--- src/rtl/pipeline_ctrl_unit.sv ---
// Front-of-pipeline sequencing: load-use stall, branch flush and run/step/halt/drain debug FSM.
// Optional statistics counters are built when PIPE_CTRL_STATS_EN is defined.
module pipeline_ctrl_unit #(
  parameter int NBITS_REG    = 5,
  parameter int DRAIN_CYCLES = 3,
  parameter bit START_HALTED = 1'b1
) (
  input  logic                 i_clk,
  input  logic                 i_reset_n,
  input  logic                 i_ID_EX_MemRead,
  input  logic [NBITS_REG-1:0] i_ID_EX_Rt,
  input  logic [NBITS_REG-1:0] i_IF_ID_Rs,
  input  logic [NBITS_REG-1:0] i_IF_ID_Rt,
  input  logic                 i_Branch_Taken,
  input  logic                 i_Halt_Instr,
  input  logic                 i_Run_Req,
  input  logic                 i_Step_Req,
  input  logic                 i_Halt_Req,
  output logic                 o_PC_Write,
  output logic                 o_IF_ID_Write,
  output logic                 o_IF_ID_Flush,
  output logic                 o_ID_EX_Bubble,
  output logic                 o_Pipe_Enable,
  output logic                 o_Halted
`ifdef PIPE_CTRL_STATS_EN
  ,
  output logic [31:0]          o_Stall_Count,
  output logic [31:0]          o_Flush_Count,
  output logic [31:0]          o_Cycle_Count
`endif
);

  // state    | meaning
  // S_RUN    | free running, hazard controls active
  // S_STEP   | one active cycle, then back to halted
  // S_DRAIN  | HALT decoded, retire EX/MEM/WB with front frozen
  // S_HALTED | everything frozen, waiting for debug run/step
  typedef enum logic [1:0] {
    S_RUN    = 2'd0,
    S_STEP   = 2'd1,
    S_DRAIN  = 2'd2,
    S_HALTED = 2'd3
  } state_t;

  localparam state_t     RESET_STATE = START_HALTED ? S_HALTED : S_RUN;
  localparam logic [3:0] DRAIN_LOAD  = 4'(DRAIN_CYCLES - 1);

  state_t     state;
  logic [3:0] drain_cnt;
  logic       load_use;
  logic       active;

  assign load_use = i_ID_EX_MemRead && (i_ID_EX_Rt != '0) &&
                    ((i_ID_EX_Rt == i_IF_ID_Rs) || (i_ID_EX_Rt == i_IF_ID_Rt));
  assign active   = (state == S_RUN) || (state == S_STEP);

  always_ff @(posedge i_clk or negedge i_reset_n) begin
    if (!i_reset_n) begin
      state     <= RESET_STATE;
      drain_cnt <= '0;
    end else begin
      case (state)
        S_RUN: begin
          if (i_Halt_Req) begin
            state <= S_HALTED;
          end else if (i_Halt_Instr && !load_use) begin
            state     <= S_DRAIN;
            drain_cnt <= DRAIN_LOAD;
          end
        end
        S_HALTED: begin
          if (i_Run_Req)       state <= S_RUN;
          else if (i_Step_Req) state <= S_STEP;
        end
        S_STEP: begin
          if (i_Halt_Instr) begin
            state     <= S_DRAIN;
            drain_cnt <= DRAIN_LOAD;
          end else begin
            state <= S_HALTED;
          end
        end
        S_DRAIN: begin
          if (i_Halt_Req || drain_cnt == '0) state <= S_HALTED;
          else                               drain_cnt <= drain_cnt - 4'd1;
        end
        default: state <= S_HALTED;
      endcase
    end
  end

  always_comb begin
    o_PC_Write     = 1'b0;
    o_IF_ID_Write  = 1'b0;
    o_IF_ID_Flush  = 1'b0;
    o_ID_EX_Bubble = 1'b0;
    o_Pipe_Enable  = 1'b0;
    o_Halted       = (state == S_HALTED);
    if (active) begin
      o_Pipe_Enable = 1'b1;
      // Load-use wins over a taken branch: the branch operands are not valid yet.
      if (load_use) begin
        o_ID_EX_Bubble = 1'b1;
      end else begin
        o_PC_Write    = 1'b1;
        o_IF_ID_Write = 1'b1;
        o_IF_ID_Flush = i_Branch_Taken;
      end
    end else if (state == S_DRAIN) begin
      o_Pipe_Enable  = 1'b1;
      o_ID_EX_Bubble = 1'b1;
    end
  end

`ifdef PIPE_CTRL_STATS_EN
  always_ff @(posedge i_clk or negedge i_reset_n) begin
    if (!i_reset_n) begin
      o_Stall_Count <= '0;
      o_Flush_Count <= '0;
      o_Cycle_Count <= '0;
    end else begin
      if (active && load_use && o_Stall_Count != 32'hFFFF_FFFF)
        o_Stall_Count <= o_Stall_Count + 32'd1;
      if (o_IF_ID_Flush && o_Flush_Count != 32'hFFFF_FFFF)
        o_Flush_Count <= o_Flush_Count + 32'd1;
      if (state != S_HALTED && o_Cycle_Count != 32'hFFFF_FFFF)
        o_Cycle_Count <= o_Cycle_Count + 32'd1;
    end
  end
`endif

endmodule

--- config.mk ---
export PLATFORM = sky130hd
export DESIGN_NAME = pipeline_ctrl_unit
export DESIGN_NICKNAME = d
export VERILOG_FILES = /design/src/rtl/pipeline_ctrl_unit.sv
export SDC_FILE = /design/constraint.sdc
export NUM_CORES = 1
export LEC_CHECK = 0
export CAP_MARGIN = 20
export CORE_UTILIZATION = 42
export DETAILED_ROUTE_END_ITERATION = 8
export PLACE_DENSITY = 0.82
export SYNTH_ARGS = -nofsm -noshare
export SYNTH_HDL_FRONTEND = slang
export SYNTH_SLANG_ARGS = --single-unit
--- constraint.sdc ---
create_clock -name i_clk -period 5 [get_ports i_clk]
set_input_delay 1.5 -clock i_clk [delete_from_list [all_inputs] [get_ports i_clk]]
set_output_delay 1.5 -clock i_clk [all_outputs]
set_load 0.01 [all_outputs]
# Word-level counts from Yosys, hierarchy flattened
# Cells that the tools add are included.
[word_totals] register_bits=6 input_bits=23 elab_cells=48
[classes] add_sub_neg=1 eq_ne=12 muxes=20 n_reduce_logical=13
[op_table] cell="$mux W4" n=4
[op_table] cell="$pmux W4 S3" n=1
[op_table] cell="$eq A5 B5 Y1" n=2
[op_table] cell="$mux W2" n=5
[op_table] cell="$mux W1" n=9
[op_table] cell="$ne A2 B2 Y1 const B" n=4
[op_table] cell="$pmux W2 S4" n=1
[op_table] cell="$reduce_and A5 Y1" n=1
[op_table] cell="$reduce_bool A5 Y1" n=1
[op_table] cell="$eq A2 B2 Y1 const B" n=2
[op_table] cell="$logic_not A4 Y1" n=1
[op_table] cell="$sub A4 B1 Y4 const B" n=1
[op_table] cell="$logic_and A1 B1 Y1" n=3
[op_table] cell="$logic_or A1 B1 Y1" n=3
[op_table] cell="$ne A3 B2 Y1 const B" n=1
[op_table] cell="$ne A3 B3 Y1 const B" n=1
[op_table] cell="$reduce_and A3 Y1" n=1
[op_table] cell="$reduce_bool A3 Y1" n=1
[op_table] cell="$eq A2 B1 Y1 const B" n=1
[op_table] cell="$logic_not A2 Y1" n=1
[op_table] cell="$ne A2 B1 Y1 const B" n=1
[op_table] cell="$logic_not A1 Y1" n=1

# Longest topological paths before layout
# Gate-level depths: netlist of the first run.
[logic_depth] ltp_word=8 depth_mapped=6

# Least setup slack after synthesis of the first run
# Ideal clock, no wire load.
[synth_timing] path_kind="input to output" from="in i_ID_EX_Rt[1]" to="out o_PC_Write" arrival_ps=2660 required_time_ps=3500 setup_slack_ps=840 path_stages=4 path_cell_list="or4_4 -> o21a_1 -> a21oi_1 -> buf_4"
[synth_via] elab_chain_len=5 word_cells_on_any_way=8
[synth_lines] item="start, declared" line="11" rtl="input logic [NBITS_REG-1:0] i_ID_EX_Rt,"
[synth_lines] item="$eq A5 B5 Y1 / $reduce_bool A5 Y1 (equally long branches)" line="54, 53"
[synth_lines] item="$logic_or A1 B1 Y1 / $logic_and A1 B1 Y1 (equally long branches)" line="54, 53"
[synth_lines] item="$logic_and A1 B1 Y1 *" line="53" rtl="assign load_use = i_ID_EX_MemRead && (i_ID_EX_Rt != '0) &&"
[synth_lines] item="$mux W1 * (2 in series)"
[synth_lines] item="end, declared" line="19" rtl="output logic o_PC_Write,"
# Every way passes the cells marked *; elsewhere a longest branch is shown, timed or not.

# Worst setup path after layout of the first run
[layout_timing] from="in i_ID_EX_Rt[2]" to="out o_IF_ID_Write"
[layout_via] elab_chain_len=5 word_cells_on_any_way=8
[layout_lines] item="$eq A5 B5 Y1 / $reduce_bool A5 Y1 (equally long branches)" line="54, 53"
[layout_lines] item="$logic_or A1 B1 Y1 / $logic_and A1 B1 Y1 (equally long branches)" line="54, 53"
[layout_lines] item="$logic_and A1 B1 Y1 *" line="53"
[layout_lines] item="$mux W1 *" line="102" rtl="if (load_use) begin"
[layout_lines] item="$mux W1 *" line="99" rtl="if (active) begin"
[layout_lines] item="end, declared" line="20" rtl="output logic o_IF_ID_Write,"
# Marked as above.

==> impl_metrics.tcl, run 1 <==
set metrics [dict create \
    ios 29 \
    post_drt_wl_per_cell_um 12.73 \
    syn_nets 98 \
    rr_startpoint "state[1]" \
    max_freq_mhz 216.5 \
    critPathKind "primary input to primary output" \
    cp.required_ps 3500 \
    firstDrtPassIters 4 \
    setup_viol 0 \
    clockBufferDepth 2 \
    rsz0062_at_grt "false" \
    core_area_um2 1334 \
    crit_path_start_kind "primary input" \
    relSlewSlack_pct 74.64 \
    rr_endpoint "drain_cnt[3]" \
    initial_core_util_pct 45.87 \
    drtAntennaViolNets 0 \
    htree_levels 1 \
    diodes 0 \
    layout_min_cycle_time_ps 4620 \
    worstHoldStart "state[0]" \
    p_leak_nw 0.4068 \
    cts_made_buffers 3 \
    ir_drop_v 0.0002203 \
    tightest_slew_ps 380.3 \
    instances_no_fill 121 \
    grt_pass1_wl_um 2504 \
    rrSetupSlack_ps 3280 \
    hold_violations 0 \
    ys_warn_count 0 \
    final_common_cell "clkdlybuf4s50_1" \
    numPortBuffers 28 \
    drive_gt1_share_pct 13.21 \
    fin_area_um2 954.7 \
    cts_setup_buffers 0 \
    routed_wl_um 1540 \
    vias_per_cell 5.413 \
    hpwl_um 1297 \
    globalRouteTotalUtil_pct 23.36 \
    clockRootBuffer "clkbuf_4" \
    maxCapViolCount 0 \
    arrival_ps 3120 \
    avgSynthCellArea_um2 8.381 \
    clk_latency_ps 240 \
    vias 655 \
    fin_skew_ps 0.5690 \
    grt_max_degree 16 \
    dieHeight_um 40.17 \
    hold_buffers 0 \
    period_share_pct 92.39 \
    maxSlewViolCount 0 \
    overflow 0 \
    layout_common_cells "clkdlybuf4s50_1 (24), xnor2_1 (10), a21oi_1 (8)" \
    place.gp.congestion 0.7345 \
    clk_pin_slew_ps 40 \
    drt_iter0_markers 11 \
    holdPathEnd "state[0]" \
    area_delta_synth_final_pct 56.03 \
    syn-cell-area_um2 611.8 \
    status "complete, no violations" \
    ys_ff_latch 6 \
    finalNetCount 132 \
    placedInstanceArea_um2 918.4 \
    placed_cells 117 \
    whs_path_depth 2 \
    first_global_vias 616 \
    synthCells 73 \
    tritoncts "done" \
    yosysUniqueCellTypes 30 \
    setup_tns_ps 0 \
    cp_max_fo 3 \
    antenna_found_initial 0 \
    hold_class "flop to flop" \
    yosysSeqAreaShare_pct 24.95 \
    critPathCaptureType "primary output" \
    cellPowerDensity_nw_per_um2 379.3 \
    report.power.total_uw 362.1 \
    die_area_um2 1613 \
    ctsResizeCount 0 \
    row_count 13 \
    drc 0 \
    r2r_cells 4 \
    die_w_um 40.17 \
    cts_num_sinks 6 \
]
-- where the power goes --
group / switching [mW] / total, mW / internal, mW
Combinational: 0.0928 / 0.205 / 0.112
Clock: 0.0171 / 0.0473 / 0.0302
Sequential: 0.0345 / 0.110 / 0.0757
-- cells by family (layout without fill, tap and decap cells) --
kind of cell	after synthesis	after routing	synth area share, %
simple gates	25	25	26.38
compound gates	22	22	23.52
xor+xnor	10	10	14.31
buf+inv	8	41	6.749
flops	6	6	24.95
fa+ha+maj	2	2	4.089
-- cell type report --
| cell class | instances | area [um2] |
|---|---|---|
| clock buffers | 4 | 26.28 |
| fillers | 115 | 379.1 |
| inverters | 5 | 18.77 |
| multi-input cells | 59 | 417.9 |
| flip-flops and latches | 6 | 152.6 |
| well taps | 15 | 18.77 |
| repair buffers | 32 | 320.3 |
-- sequential cells by signal (all words and copies together) (netlist names) --
name	flops
drain_cnt	4
state	2
-- cell usage after synthesis --
library cell	number	area [um2]
clkbuf_1	1	3.750
or4_4	1	11.26
o31ai_1	2	15.01
nand3_1	3	15.01
dfstp_2	2	52.55
o21ai_1	3	15.01
o21a_1	1	7.510
dfrtp_1	4	100.1
a21oi_1	8	40.04
nor3_1	2	10.01
a311o_2	2	22.52
o22ai_1	1	6.260
buf_4	1	7.510
o211ai_1	1	7.510
or3_1	1	6.260
nand2_1	5	18.77
ha_1	2	25.02
or4_1	4	30.03
or3b_1	1	8.760
buf_6	1	11.26
nor3b_1	1	7.510
inv_1	5	18.77
xnor2_1	10	87.58
nand2b_1	3	18.77
a31oi_1	2	12.51
nor3b_4	1	18.77
o22a_1	1	8.760
o21ai_2	1	8.760
nor4_1	2	12.51
nor2_1	1	3.750
-- how the worst max path moves through the flow --
stage	depth (start not counted)	from	to
3_5_place_dp	5	i_ID_EX_Rt[2]	o_PC_Write
4_1_cts	5	i_ID_EX_Rt[2]	o_PC_Write
6_report	5	i_ID_EX_Rt[2]	o_IF_ID_Write
2_1_floorplan	4	i_ID_EX_Rt[1]	o_PC_Write
3_3_place_gp	5	i_ID_EX_Rt[2]	o_PC_Write
5_1_grt	5	i_ID_EX_Rt[2]	o_IF_ID_Write
-- worst max-delay path, cell delays in order --
cell	delay [ps]
clkdlybuf4s50_1	490
or4_4	550
o21a_1	200
a21oi_1	180
dlymetal6s2s_1	200
-- layer usage --
layer  up-vias  GRT usage [%]  routed length [um]
met3         2          1.667                  87
li1        339              -                   -
met1       288          28.57                 639
met4         0          10.34                  23
met5         -              0                   0
met2        26          41.13                 789
-- metrics by stage --
| step | setup WS (ps) | hold WS [ps] | util (%) |
|---|---|---|---|
| after global placement | 67.30 | 570.3 | 68.86 |
| after floorplan | 840.2 | 561.6 | - |
| after global routing | 310.6 | 637.5 | 71.58 |
| after CTS | 14.35 | 587.8 | 70.83 |
| after detailed placement | 20.99 | 579.1 | 68.86 |
| final | 380.5 | 586.4 | 71.58 |
Note: power is estimated with default switching activity, not from simulation.
==> inputs of run 2 (changes only) <==
--- a/config.mk
+++ b/config.mk
@@ -8,6 +8,7 @@
 export CAP_MARGIN = 20
 export CORE_UTILIZATION = 42
 export DETAILED_ROUTE_END_ITERATION = 8
+export MAX_ROUTING_LAYER = met4
 export PLACE_DENSITY = 0.82
 export SYNTH_ARGS = -nofsm -noshare
 export SYNTH_HDL_FRONTEND = slang
==> run 2 against run 1 <==
Against the previous run: register-to-register slack about the same; flip-flop and latch count unchanged; design area unchanged; sequential power about the same; sequential share of layout area unchanged; critical path type unchanged.
==> impl_metrics.tcl, run 2 (synthesized netlist as in run 1, its figures left out) <==
set metrics [dict create \
    first_global_vias 617 \
    core_area_um2 1334 \
    max_freq_mhz 216.7 \
    cts_num_sinks 6 \
    wl_met2_um 785 \
    area_delta_synth_final_pct 56.03 \
    dieHeight_um 40.17 \
    tritoncts "done" \
    rr_startpoint "state[1]" \
    cp.required_ps 3500 \
    relSlewSlack_pct 73.76 \
    status "complete, no violations" \
    clockBufferDepth 2 \
    place.gp.congestion 0.7435 \
    setup_viol 0 \
    die_area_um2 1613 \
    finalNetCount 132 \
    final_common_cell "clkdlybuf4s50_1" \
    hold_class "flop to flop" \
    crit_path_start_kind "primary input" \
    critPathSlowestCell "or4_4" \
    numPortBuffers 28 \
    clk_pin_slew_ps 40 \
    maxCapViolCount 0 \
    grt_max_degree 16 \
    worstHoldStart "state[0]" \
    vias 656 \
    largest_reg_flops 4 \
    crit_family "buffers and inverters" \
    cp_num_buf_inv 2 \
    p_leak_nw 0.4068 \
    globalRouteTotalUtil_pct 24.02 \
    critPathCaptureType "primary output" \
    cp_max_fo 3 \
    wl_met3_um 84 \
    htree_levels 1 \
    fin_skew_ps 0.1312 \
    critPathKind "primary input to primary output" \
    topRoutingLayerUsed "met4" \
    slowest_delay_ps 550 \
    diodes 0 \
    overflow 0 \
    tightest_slew_ps 393.7 \
    reg_top3 "drain_cnt x4, state x2" \
    clockRootBuffer "clkbuf_4" \
    vias_per_cell 5.421 \
    layout_common_cells "clkdlybuf4s50_1 (24), xnor2_1 (10), a21oi_1 (8)" \
    layout_min_cycle_time_ps 4615 \
    hold_violations 0 \
    post_drt_wl_per_cell_um 12.67 \
    maxSlewViolCount 0 \
    cts_made_buffers 3 \
    firstDrtPassIters 4 \
    drive_gt1_share_pct 13.21 \
    arrival_ps 3110 \
    cellPowerDensity_nw_per_um2 378.9 \
    ir_drop_v 0.0002203 \
    rrSetupSlack_ps 3290 \
    rsz0062_at_grt "false" \
    regMostFlops "drain_cnt" \
    hpwl_um 1297 \
    antenna_found_initial 0 \
    crit_chain "clkdlybuf4s50_1, or4_4, o21a_1, a21oi_1, dlymetal6s2s_1" \
    setup_tns_ps 0 \
    row_count 13 \
    placed_cells 117 \
    routed_wl_um 1533 \
    initial_core_util_pct 45.87 \
    drc 0 \
    grt_pass1_wl_um 2511 \
    instances_no_fill 121 \
    ios 29 \
    critPathLaunch "i_ID_EX_Rt[2]" \
    die_w_um 40.17 \
    report.power.total_uw 361.7 \
    period_share_pct 92.30 \
    clk_latency_ps 240 \
    drt_iter0_markers 13 \
    drtAntennaViolNets 0 \
    wl_met1_um 640 \
]
[run 2: worst register-to-register path, cell delays in order (launching register included)]
cell and delay [ps]:
dfstp_2 640, nor3b_4 290, a31oi_1 140, or4_1 400, o21ai_1 150
[run 2: final cells by class]
cell class,count,area (um2)
Tap cell,15,18.77
Sequential cell,6,152.6
Inverter,5,18.77
Multi-Input combinational cell,59,417.9
Clock buffer,4,26.28
Timing Repair Buffer,32,320.3
Fill cell,115,379.1
[run 2: worst paths after layout]
check | end | depth (start not counted)
setup reg to reg | drain_cnt[3] | 4
setup / recovery | o_IF_ID_Write | 5
max in group asynchronous | state[1] | 1
min in group asynchronous | drain_cnt[1] | 1
hold reg to reg | state[0] | 2
hold / removal | state[0] | 2
[run 2: what timing repair did]
action	CTS	global route
hold buffers	0	0
endpoints found under the setup margin	0	4
endpoints found under the hold margin	0	0
buffers inserted	0	0
gates resized for setup	0	4
[run 2: through the flow]
step	hold slack, ps	worst slack [ps]	utilization [%]	cell area (um2)
finish	585.4	385.1	71.58	954.7
global route	637.5	312.5	71.58	954.7
CTS	587.8	14.35	70.83	944.7
detailed placement	579.1	20.99	68.86	918.4
global placement	570.3	67.30	68.86	918.4
floorplan	561.6	840.2	-	611.8
[run 2: layer usage]
layer	vias to the layer above	GRT usage (%)
met2	27	41.13
li1	339	-
met4	0	10.34
met5	-	-
met3	2	1.667
met1	288	28.57
[run 2: where the power goes]
part	switching (mW)	internal [mW]	total, mW
sequential	0.0344	0.0757	0.110
clock	0.0170	0.0302	0.0472
combinational	0.0926	0.112	0.204
total	0.144	0.218	0.362
